--- src/rtl/binary_to_bcd_serial_pkg.sv ---
// Shared types and constants for the serial binary-to-BCD converter.
// The sizing function lets the top refuse a digit count that cannot hold the largest input.
package binary_to_bcd_serial_pkg;

  localparam logic [1:0] ST_IDLE  = 2'd0;
  localparam logic [1:0] ST_SHIFT = 2'd1;
  localparam logic [1:0] ST_DONE  = 2'd2;

  typedef enum logic [1:0] {
    IDLE  = ST_IDLE,
    SHIFT = ST_SHIFT,
    DONE  = ST_DONE
  } state_e;

  localparam logic [3:0] BCD_ADJ_THRESH = 4'd5;
  localparam logic [3:0] BCD_ADJ_ADD    = 4'd3;

  // Number of decimal digits needed to print 2**in_w - 1.
  function automatic int min_bcd_digits(input int in_w);
    longint max_v;
    int     d;
    max_v = (longint'(1) << in_w) - longint'(1);
    d     = 32'sd1;
    for (int i = 32'sd0; i < 32'sd20; i++) begin
      if (max_v >= longint'(10)) begin
        max_v = max_v / longint'(10);
        d     = d + 32'sd1;
      end else begin
        d = d;
      end
    end
    return d;
  endfunction

endpackage

--- src/rtl/binary_to_bcd_serial_digit_adjust.sv ---
// One double-dabble correction cell: a nibble of 5 or more gets 3 added before the shift.
// The result never exceeds 4'hC, so no carry leaves the nibble.
module bcd_digit_adjust
  import binary_to_bcd_serial_pkg::*;
(
  input  logic [3:0] digit,
  output logic [3:0] adjusted
);

  assign adjusted = (digit >= BCD_ADJ_THRESH) ? (digit + BCD_ADJ_ADD) : digit;

endmodule

--- src/rtl/binary_to_bcd_serial.sv ---
// Iterative shift-add-3 converter: accepts a binary value, shifts one bit per clock
// through a {BCD, BIN} register, and presents the packed digits until taken downstream.
module binary_to_bcd_serial
  import binary_to_bcd_serial_pkg::*;
#(
  parameter int IN_W   = 8,
  parameter int DIGITS = 3
) (
  input  logic                  clk,
  input  logic                  rst,
  input  logic                  in_valid,
  output logic                  in_ready,
  input  logic [IN_W-1:0]       in_bin,
  output logic                  out_valid,
  input  logic                  out_ready,
  output logic [4*DIGITS-1:0]   out_bcd
);

  localparam int BCD_W = 4 * DIGITS;
  localparam int SR_W  = BCD_W + IN_W;
  localparam int CNT_W = $clog2(IN_W + 1);

  if (DIGITS < min_bcd_digits(IN_W)) begin : g_digits_check
    $error("binary_to_bcd_serial: DIGITS too small for IN_W");
  end

  state_e             state_r;
  logic [SR_W-1:0]    shift_r;
  logic [CNT_W-1:0]   count_r;
  logic               in_ready_r;
  logic               out_valid_r;
  logic [BCD_W-1:0]   out_bcd_r;
  logic [BCD_W-1:0]   adj_s;
  logic [SR_W-1:0]    shift_nxt_s;

  for (genvar g = 0; g < DIGITS; g++) begin : g_adj
    bcd_digit_adjust u_adj (
      .digit    (shift_r[IN_W + 4*g +: 4]),
      .adjusted (adj_s[4*g +: 4])
    );
  end

  // The top bit of the adjusted field is always zero when DIGITS is large enough.
  assign shift_nxt_s = {adj_s, shift_r[IN_W-1:0]} << 1;

  // Handshake FSM, bit counter and the shift register itself.
  always_ff @(posedge clk or posedge rst) begin
    if (rst) begin
      state_r     <= IDLE;
      shift_r     <= '0;
      count_r     <= '0;
      in_ready_r  <= 1'b0;
      out_valid_r <= 1'b0;
      out_bcd_r   <= '0;
    end else begin
      case (state_r)
        IDLE: begin
          if (in_valid && in_ready_r) begin
            shift_r    <= {{BCD_W{1'b0}}, in_bin};
            count_r    <= CNT_W'(IN_W);
            in_ready_r <= 1'b0;
            state_r    <= SHIFT;
          end else begin
            in_ready_r <= 1'b1;
          end
        end
        SHIFT: begin
          shift_r <= shift_nxt_s;
          count_r <= count_r - CNT_W'(1);
          if (count_r == CNT_W'(1)) begin
            out_bcd_r   <= shift_nxt_s[SR_W-1 -: BCD_W];
            out_valid_r <= 1'b1;
            state_r     <= DONE;
          end else begin
            state_r <= SHIFT;
          end
        end
        DONE: begin
          if (out_ready) begin
            out_valid_r <= 1'b0;
            in_ready_r  <= 1'b1;
            state_r     <= IDLE;
          end else begin
            state_r <= DONE;
          end
        end
        default: begin
          state_r     <= IDLE;
          in_ready_r  <= 1'b0;
          out_valid_r <= 1'b0;
        end
      endcase
    end
  end

  assign in_ready  = in_ready_r;
  assign out_valid = out_valid_r;
  assign out_bcd   = out_bcd_r;

endmodule

--- config.mk ---
export PLATFORM = sky130hd
export DESIGN_NAME = binary_to_bcd_serial
export DESIGN_NICKNAME = d
export VERILOG_FILES = /design/src/rtl/binary_to_bcd_serial_pkg.sv /design/src/rtl/binary_to_bcd_serial_digit_adjust.sv /design/src/rtl/binary_to_bcd_serial.sv
export SDC_FILE = /design/constraint.sdc
export NUM_CORES = 1
export LEC_CHECK = 0
export BUFFER_PORTS_ARGS = -buffer_cell sky130_fd_sc_hd__buf_2
export CAP_MARGIN = 10
export CORE_MARGIN = 5
export CORE_UTILIZATION = 60
export CTS_CLUSTER_SIZE = 16
export DETAILED_ROUTE_END_ITERATION = 6
export PLACE_DENSITY = 0.8
export SLEW_MARGIN = 20
export SYNTH_ARGS = -nofsm -noshare
export SYNTH_HDL_FRONTEND = slang
export SYNTH_SLANG_ARGS = --single-unit
--- constraint.sdc ---
create_clock -name clk -period 4.8 [get_ports clk]
set_input_delay 0.24 -clock clk [delete_from_list [all_inputs] [get_ports clk]]
set_output_delay 0.24 -clock clk [all_outputs]
set_load 0.1 [all_outputs]
## After elaboration in Yosys (flattened, before gate mapping)

Index checks and enable logic that the tools add are counted.

- Input port bits: 12
- Logic and storage cells: 45
- Output and inout bits: 14
- Flip-flop bits (word level): 40

- Reductions and logical operators: 7
- $lt $le $gt $ge: 3
- Add/sub/neg operators: 4
- Bitwise gates (word level): 2
- Muxes and demuxes: 17
- Equal/unequal tests: 6

Operators with widths:

| operator | number |
|---|---|
| one-hot mux 20 bit (2 select lines) | 1 |
| two-way mux 20 bit | 1 |
| >= comparator 4 x 3 -> 1 bit, second input constant | 3 |
| two-way mux 4 bit | 3 |
| adder 4 x 2 -> 4 bit, second input constant | 2 |
| one-hot mux 4 bit (2 select lines) | 1 |
| two-way mux 2 bit | 3 |
| != test 2 bit, second input constant | 3 |
| one-hot mux 1 bit (3 select lines) | 2 |
| one-hot mux 2 bit (3 select lines) | 1 |
| AND reduction 2 bit | 3 |
| equality test 4 x 1 -> 1 bit, second input constant | 1 |
| two-way mux 1 bit | 4 |
| subtractor 4 x 1 -> 4 bit, second input constant | 1 |
| adder 3 x 2 -> 3 bit, second input constant | 1 |
| two-way mux 3 bit | 1 |
| AND reduction 3 bit | 1 |
| equality test 2 x 1 -> 1 bit, second input constant | 1 |
| equality test 2 bit, second input constant | 1 |
| logical NOT 2 bit | 1 |
| NOT 1 bit | 2 |
| nonzero test 2 bit | 1 |
| logical AND 1 bit | 1 |

## Logic depth before layout (Yosys ltp)

Gate-level depths: netlist (run 1).

- Word-level depth: 3
- Depth in mapped cells: 8
- Depth with buffers taken out: 6

## By module

From an unflattened synthesis (run 1), not the netlist that was laid out.

- Cells, all modules: 192
- Area, all modules: 2026.9 µm²

Modules (own cells, without submodules):

| module | area an instance (µm²) | cells an instance | times used | seq. area each (µm²) |
|---|---|---|---|---|
| binary_to_bcd_serial | 1722.9 | 144 | 1 | 1001.0 |
| bcd_digit_adjust | 101.3 | 16 | 3 | 0.0 |

## Worst setup path before layout (run 1)

OpenSTA, ideal clock, no wires.

- Kind: register to register
- Start point: register in_ready_r (netlist: in_ready)
- End point: register shift_r[1]
- Setup slack: 2.779 ns
- Library setup time: 0.127 ns
- Arrival time: 1.894 ns
- Buffers on the path: 2
- Cell stages (with the launch flop): 7
- Data required time: 4.673 ns
- Cells stage by stage: dfrtp_1 -> a21oi_2 -> or2_1 -> buf_6 -> buf_6 -> a222oi_1 -> inv_1

- Longest elaborated chain between the ends: 3

RTL lines:

| what | line | RTL |
|---|---|---|
| start: declaration | binary_to_bcd_serial.sv:30 | `logic in_ready_r;` |
| start signal: assignment | binary_to_bcd_serial.sv:52 | `in_ready_r <= 1'b0;` |
| start signal: assignment | binary_to_bcd_serial.sv:61 | `in_ready_r <= 1'b0;` |
| start signal: assignment | binary_to_bcd_serial.sv:64 | `in_ready_r <= 1'b1;` |
| logical AND 1 bit | binary_to_bcd_serial.sv:58 | `if (in_valid && in_ready_r) begin` |
| != test 2 bit (no line) | n/a |  |
| AND reduction 2 bit (no line) | n/a |  |
| end signal: assignment | binary_to_bcd_serial.sv:59 | `shift_r <= {{BCD_W{1'b0}}, in_bin};` |
| end signal: assignment | binary_to_bcd_serial.sv:68 | `shift_r <= shift_nxt_s;` |
| end: declaration | binary_to_bcd_serial.sv:28 | `logic [SR_W-1:0] shift_r;` |

Every way passes these cells.
A chain may end at the register's enable or synchronous reset.

## Final worst setup path (run 1)

- Start point: register count_r[1]
- End point: register out_bcd_r[2] (netlist: out_bcd[2])

- Longest elaborated chain between the ends: 2

RTL lines:

| what | line | RTL |
|---|---|---|
| start: declaration | binary_to_bcd_serial.sv:29 | `logic [CNT_W-1:0] count_r;` |
| start signal: assignment | binary_to_bcd_serial.sv:60 | `count_r <= CNT_W'(IN_W);` |
| start signal: assignment | binary_to_bcd_serial.sv:69 | `count_r <= count_r - CNT_W'(1);` |
| equality test 4 x 1 -> 1 bit | binary_to_bcd_serial.sv:70 | `if (count_r == CNT_W'(1)) begin` |
| AND reduction 2 bit (no line) | n/a |  |
| end signal: assignment | binary_to_bcd_serial.sv:71 | `out_bcd_r <= shift_nxt_s[SR_W-1 -: BCD_W];` |
| end: declaration | binary_to_bcd_serial.sv:32 | `logic [BCD_W-1:0] out_bcd_r;` |

Every way passes these cells.

==> metrics.txt, run 1 <==
Mapped Area 1890 µm²; Synth area leader dfrtp_1; Post-CTS Resized 0; FMAX 0.569 GHz; placed insts 236; vias in the first global route 1439; WP data required 5.03 ns; Netlist cell types 29; setup slack, reg-to-reg 3.04 ns; initial core utilization 0.625; cell row count 20; GPL Wtd Cong 0.749; commonest non-fill, non-tap cell in the layout dfrtp_1; hold crit path type in -> reg; count of warnings emitted by yosys 0; CTS tree built; min cycle time layout 1.76 ns; global-route wire length before repair 6.55 mm; DIE HEIGHT 66.2 µm; Clk pin slew, worst setup/hold paths 0.11 ns; overall routing resource usage 0.198; Max Slew Vio Count 0; drc violations 1; crit path capture type flop; Post-Synthesis Cells 174; post-route insts no fill 245; fin nets 220; Layout Utilization 0.694; clock sinks 40; top post-synthesis cells by area dfrtp_1 (53%), ha_1 (5.3%), mux2_2 (4.2%); final setup fails 0; Cell Chain, Critical Path inv_1 -> ha_1 -> and4bb_2 -> nor2b_1 -> buf_4 -> mux2_2; register area share after synthesis 0.529; CTS Buf Count 5; port bufs 25; First DRT Iteration DRCs 113; n_diodes 0; Post-Syn Area per Cell 10.9 µm²; largest net degree at the start of global routing 41; CP max stage cell dfrtp_1; I/O Pins 26; CTS Buffer Depth 2; max incr delay on CP 0.41 ns; HPWL Detailed 2.66 mm; leading cell types in the layout, fill and taps excluded dfrtp_1 (40), buf_2 (25), inv_1 (18); Die ar. 4380 µm²; Setup CP Type reg -> reg; clk_skew 0.00456 ns; clk_lat worst skew 0.34 ns; Slew headroom 0.457; core area 3030 µm²; Avg WL per Cell 15.4 µm; RSZ-0062 raised after global routing false; antenna violations before repair 0; final hold viol count 0; failing checks DRC; layout cells sized above 1 0.224; drt total wl 3.77 mm; worst path arrival time 1.99 ns; syn_nets 194; Via Count 1379; ANT nets after route 0; clock root cell clkbuf_4; Post-Place Worst Slack 3.02 ns; H-tree depth 2; top cell type's share of synthesized area 0.529; Die Wd 66.2 µm; area grow syn2layout 11.0%; Max Cap Viol 0; post-synthesis register bit count 40; worst setup margin 3.04 ns; Least-Margin Pin Slew 0.815 ns; status finished with violations; Crit Path Max Fanout 19; vias per std cell 5.63; gr ovfl total 0; Startpoint Class flop; Setup TNS 0 ns; drt pass-1 iters 7; final worst path period share 0.366
[critical path, delay by kind of cell (launching register included)]
kind | cells | cell delay (ns)
fa+ha+maj | 1 | 0.15
flops | 1 | 0.41
simple gates | 2 | 0.37
buf+inv | 2 | 0.34
mux | 1 | 0.37
[per-layer routing]
layer,up-vias,wire length [µm],GRT usage
li1,654,-,-
met1,687,1580,0.229
met2,33,1970,0.346
met3,5,158,0.0425
met4,0,57,0.0914
met5,-,0,0
[repair_timing]
| item | in CTS | in global routing |
|---|---|---|
| endpoints found under the setup margin | 0 | 0 |
| buffers inserted | 0 | 0 |
| hold endpoints to repair | 19 | 0 |
| hold buffers | 1 | 0 |
[worst paths after layout]
check	startpoint	cells past startpoint	end
min in group asynchronous	rst	4	count_r[3]
setup reg to reg	count_r[1]	6	out_bcd[2]
hold reg to reg	out_valid	1	out_valid
setup / recovery	count_r[1]	6	out_bcd[2]
max in group asynchronous	rst	4	shift_r[11]
hold / removal	in_bin[0]	2	shift_r[0]
[synth_stat cells (all sizes together)]
| cell | instances |
|---|---|
| ha | 8 |
| or2 | 1 |
| mux2i | 3 |
| a21o | 1 |
| nor3 | 5 |
| and4bb | 1 |
| buf | 9 |
| or3 | 1 |
| nand2 | 9 |
| nor2b | 2 |
| nand2b | 5 |
| inv | 18 |
| xor2 | 1 |
| a211oi | 1 |
| xnor2 | 4 |
| a31o | 1 |
| nand3 | 3 |
| a222oi | 7 |
| clkbuf | 1 |
| a22o | 8 |
| nor2 | 8 |
| o21ai | 10 |
| dfrtp | 40 |
| mux2 | 7 |
| nor3b | 5 |
| a21oi | 15 |
[flip-flops by register name (all words and copies together) (netlist names)]
register	cells
state_r	2
out_valid	1
count_r	4
in_ready	1
out_bcd	12
shift_r	20
[final cells by class]
cell class / instances / area (µm²)
timing repair buffer: 29 / 158
tap: 44 / 55.1
clock buffer: 8 / 58.8
fill: 226 / 927
multi-input combinational: 106 / 761
sequential: 40 / 1000
inverter: 18 / 67.6
[cells by family after synthesis]
kind of cell             share of synthesized area
AO/OA/AOI/OAI                                0.155
XOR/XNOR                                    0.0231
adder cells (fa/ha/maj)                     0.0529
buffers and inverters                       0.0720
flip-flops                                   0.529
multiplexers                                0.0575
AND/OR/NAND/NOR                              0.111
[per-stage QoR]
stage | hold slack, ns | instance area (µm²)
6_report | 0.113 | 2100
3_3_place_gp | 0.378 | 2030
3_5_place_dp | 0.383 | 2030
4_1_cts | 0.105 | 2100
5_1_grt | 0.121 | 2100
2_1_floorplan | 0.373 | 1890
Power of run 1 is not shown: default switching activity piles up to over one toggle a cycle in this logic, so the estimate is an artifact.
==> run 2, diff against run 1 <==
--- a/config.mk
+++ b/config.mk
@@ -8,10 +8,10 @@
 export BUFFER_PORTS_ARGS = -buffer_cell sky130_fd_sc_hd__buf_2
 export CAP_MARGIN = 10
 export CORE_MARGIN = 5
-export CORE_UTILIZATION = 60
+export CORE_UTILIZATION = 56
 export CTS_CLUSTER_SIZE = 16
 export DETAILED_ROUTE_END_ITERATION = 6
-export PLACE_DENSITY = 0.8
+export PLACE_DENSITY = 0.75
 export SLEW_MARGIN = 20
 export SYNTH_ARGS = -nofsm -noshare
 export SYNTH_HDL_FRONTEND = slang
==> constraint.sdc (replaced) <==
create_clock -name clk -period 1.8 [get_ports clk]
set_input_delay 0.09 -clock clk [delete_from_list [all_inputs] [get_ports clk]]
set_output_delay 0.09 -clock clk [all_outputs]
set_load 0.1 [all_outputs]
==> metrics.txt, run 2 (synthesis gave the netlist of run 1 again) <==
status completed; M1 WL 1.66 mm (+4.6%); Die Wd 68.1 µm (+3.0%); final setup fails 0 (unchanged); min cycle time layout 1.67 ns (-0.0832 ns); met2 WL 1.93 mm (-2.4%); Setup TNS 0 ns (unchanged); global-route wire length before repair 6.52 mm (-0.43%); Via Count 1422 (+3.1%); Top reg by flops shift_r; Crit Path Max Fanout 12 (-7); WP data required 2.03 ns (-3.00 ns); worst reg2reg startpoint count_r[1]; overall routing resource usage 0.192 (-0.00531); area grow syn2layout 19.3%; CTS Buffer Depth 2 (unchanged); antenna violations before repair 0 (unchanged); n_diodes 0 (unchanged); Setup CP Type reg -> reg; vias per std cell 5.41 (-3.9%); crit path capture type flop; top sig layer met4; FMAX 0.597 GHz (+5.0%); CP max stage cell dfrtp_1; initial core utilization 0.572 (-0.0534); WP buf/inv 2 (unchanged); H-tree depth 2 (unchanged); I/O Pins 26 (unchanged); leading cell types in the layout, fill and taps excluded dfrtp_1 (39), buf_2 (25), inv_1 (18); vias in the first global route 1446 (+0.49%); max incr delay on CP 0.40 ns (about the same); Startpoint Class flop; RSZ-0062 raised after global routing false; CTS tree built; cell row count 21 (+5.0%); clk_lat worst skew 0.33 ns (about the same); Hold Path End state_r[1]; setup slack, reg-to-reg 0.13 ns (-2.92 ns); Cell Chain, Critical Path inv_1 -> ha_1 -> and4bb_2 -> nor2b_1 -> buf_4 -> mux2_2; Slew headroom 0.593 (+0.136); met3 wire len 157 µm (-0.63%); fin nets 236 (+7.3%); worst r2r path cells 6 (unchanged); Avg WL per Cell 14.4 µm (-6.5%); final hold viol count 0 (unchanged); Levels on crit path 6 (unchanged); largest net degree at the start of global routing 20 (-51%); clock sinks 40 (unchanged); Hold Path Stages 3 (+1); hold crit path type in -> reg; GPL Wtd Cong 0.788 (+5.3%); drt total wl 3.78 mm (+0.32%); Least-Margin Pin Slew 0.610 ns (-0.204 ns); Max Cap Viol 0 (unchanged); delay-heaviest family, CP flip-flops; DIE HEIGHT 68.1 µm (+3.0%); clk_skew 0.00733 ns (+0.00277 ns); port bufs 25 (unchanged); core area 3310 µm² (+9.3%); max reg flops 20 (unchanged); commonest non-fill, non-tap cell in the layout dfrtp_1; worst path arrival time 1.91 ns (-0.08 ns); First DRT Iteration DRCs 96 (-15%); post-CTS setup buffers 0 (unchanged); CTS Buf Count 5 (unchanged); layout cells sized above 1 0.258 (+0.0342); drt pass-1 iters 4 (-3); drc violations 0 (-1); ANT nets after route 0 (unchanged); HPWL Detailed 2.87 mm (+8.1%); clock root cell clkbuf_4; final worst path period share 0.930 (+0.564); Worst R2R End out_bcd[9]; Clk pin slew, worst setup/hold paths 0.11 ns (about the same); Max Slew Vio Count 0 (unchanged); min-delay src out_ready; Die ar. 4640 µm² (+6.0%); gr ovfl total 0 (unchanged)
-- run 2: timing repair --
action                                  CTS  global route
gates resized for setup                   0             1
hold buffers                              9             0
hold endpoints to repair                 20             0
endpoints found under the setup margin    0             2
-- run 2: worst register-to-register path, cell delays in order, from the launching register on --
cell,delay [ns]
dfrtp_1,0.40
inv_1,0.09
ha_1,0.14
and4bb_2,0.23
nor2b_1,0.17
buf_4,0.20
mux2_2,0.35
-- run 2: worst max path at each step --
stage | from | end | slack, ns
2_1_floorplan | in_ready | shift_r[1] | 0.06
3_3_place_gp | count_r[1] | out_bcd[6] | 0.20
3_5_place_dp | count_r[1] | out_bcd[9] | 0.13
4_1_cts | count_r[1] | out_bcd[5] | 0.12
5_1_grt | count_r[1] | out_bcd[5] | 0.005
6_report | count_r[1] | out_bcd[9] | 0.13
-- run 2: area by class of cell --
class | count | area (µm²)
clock buffer | 6 | 51.3
clock inverter | 2 | 10.0
fill | 264 | 1050
inverter | 18 | 67.6
multi-input combinational | 106 | 759
sequential | 40 | 1000
tap | 46 | 57.6
timing repair buffer | 45 | 310
-- run 2: routing by layer --
metal | vias up | global-route usage
met1 | 698 | 0.237
met5 | - | 0
met3 | 7 | 0.0476
li1 | 689 | -
met4 | 0 | 0.0670
met2 | 28 | 0.327
-- run 2: per-stage QoR --
step	setup WS [ns]	hold slack (ns)	utilization	area [µm²]	std cells
finish	0.126	0.113	0.682	2260	263
global route	0.00548	0.0947	0.682	2260	263
CTS	0.122	0.101	0.681	2250	263
detailed placement	0.128	0.188	0.635	2100	246
global placement	0.202	0.175	0.635	2100	246
floorplan	0.0594	0.223	-	1890	174
Power of run 2 is left out for the same reason.
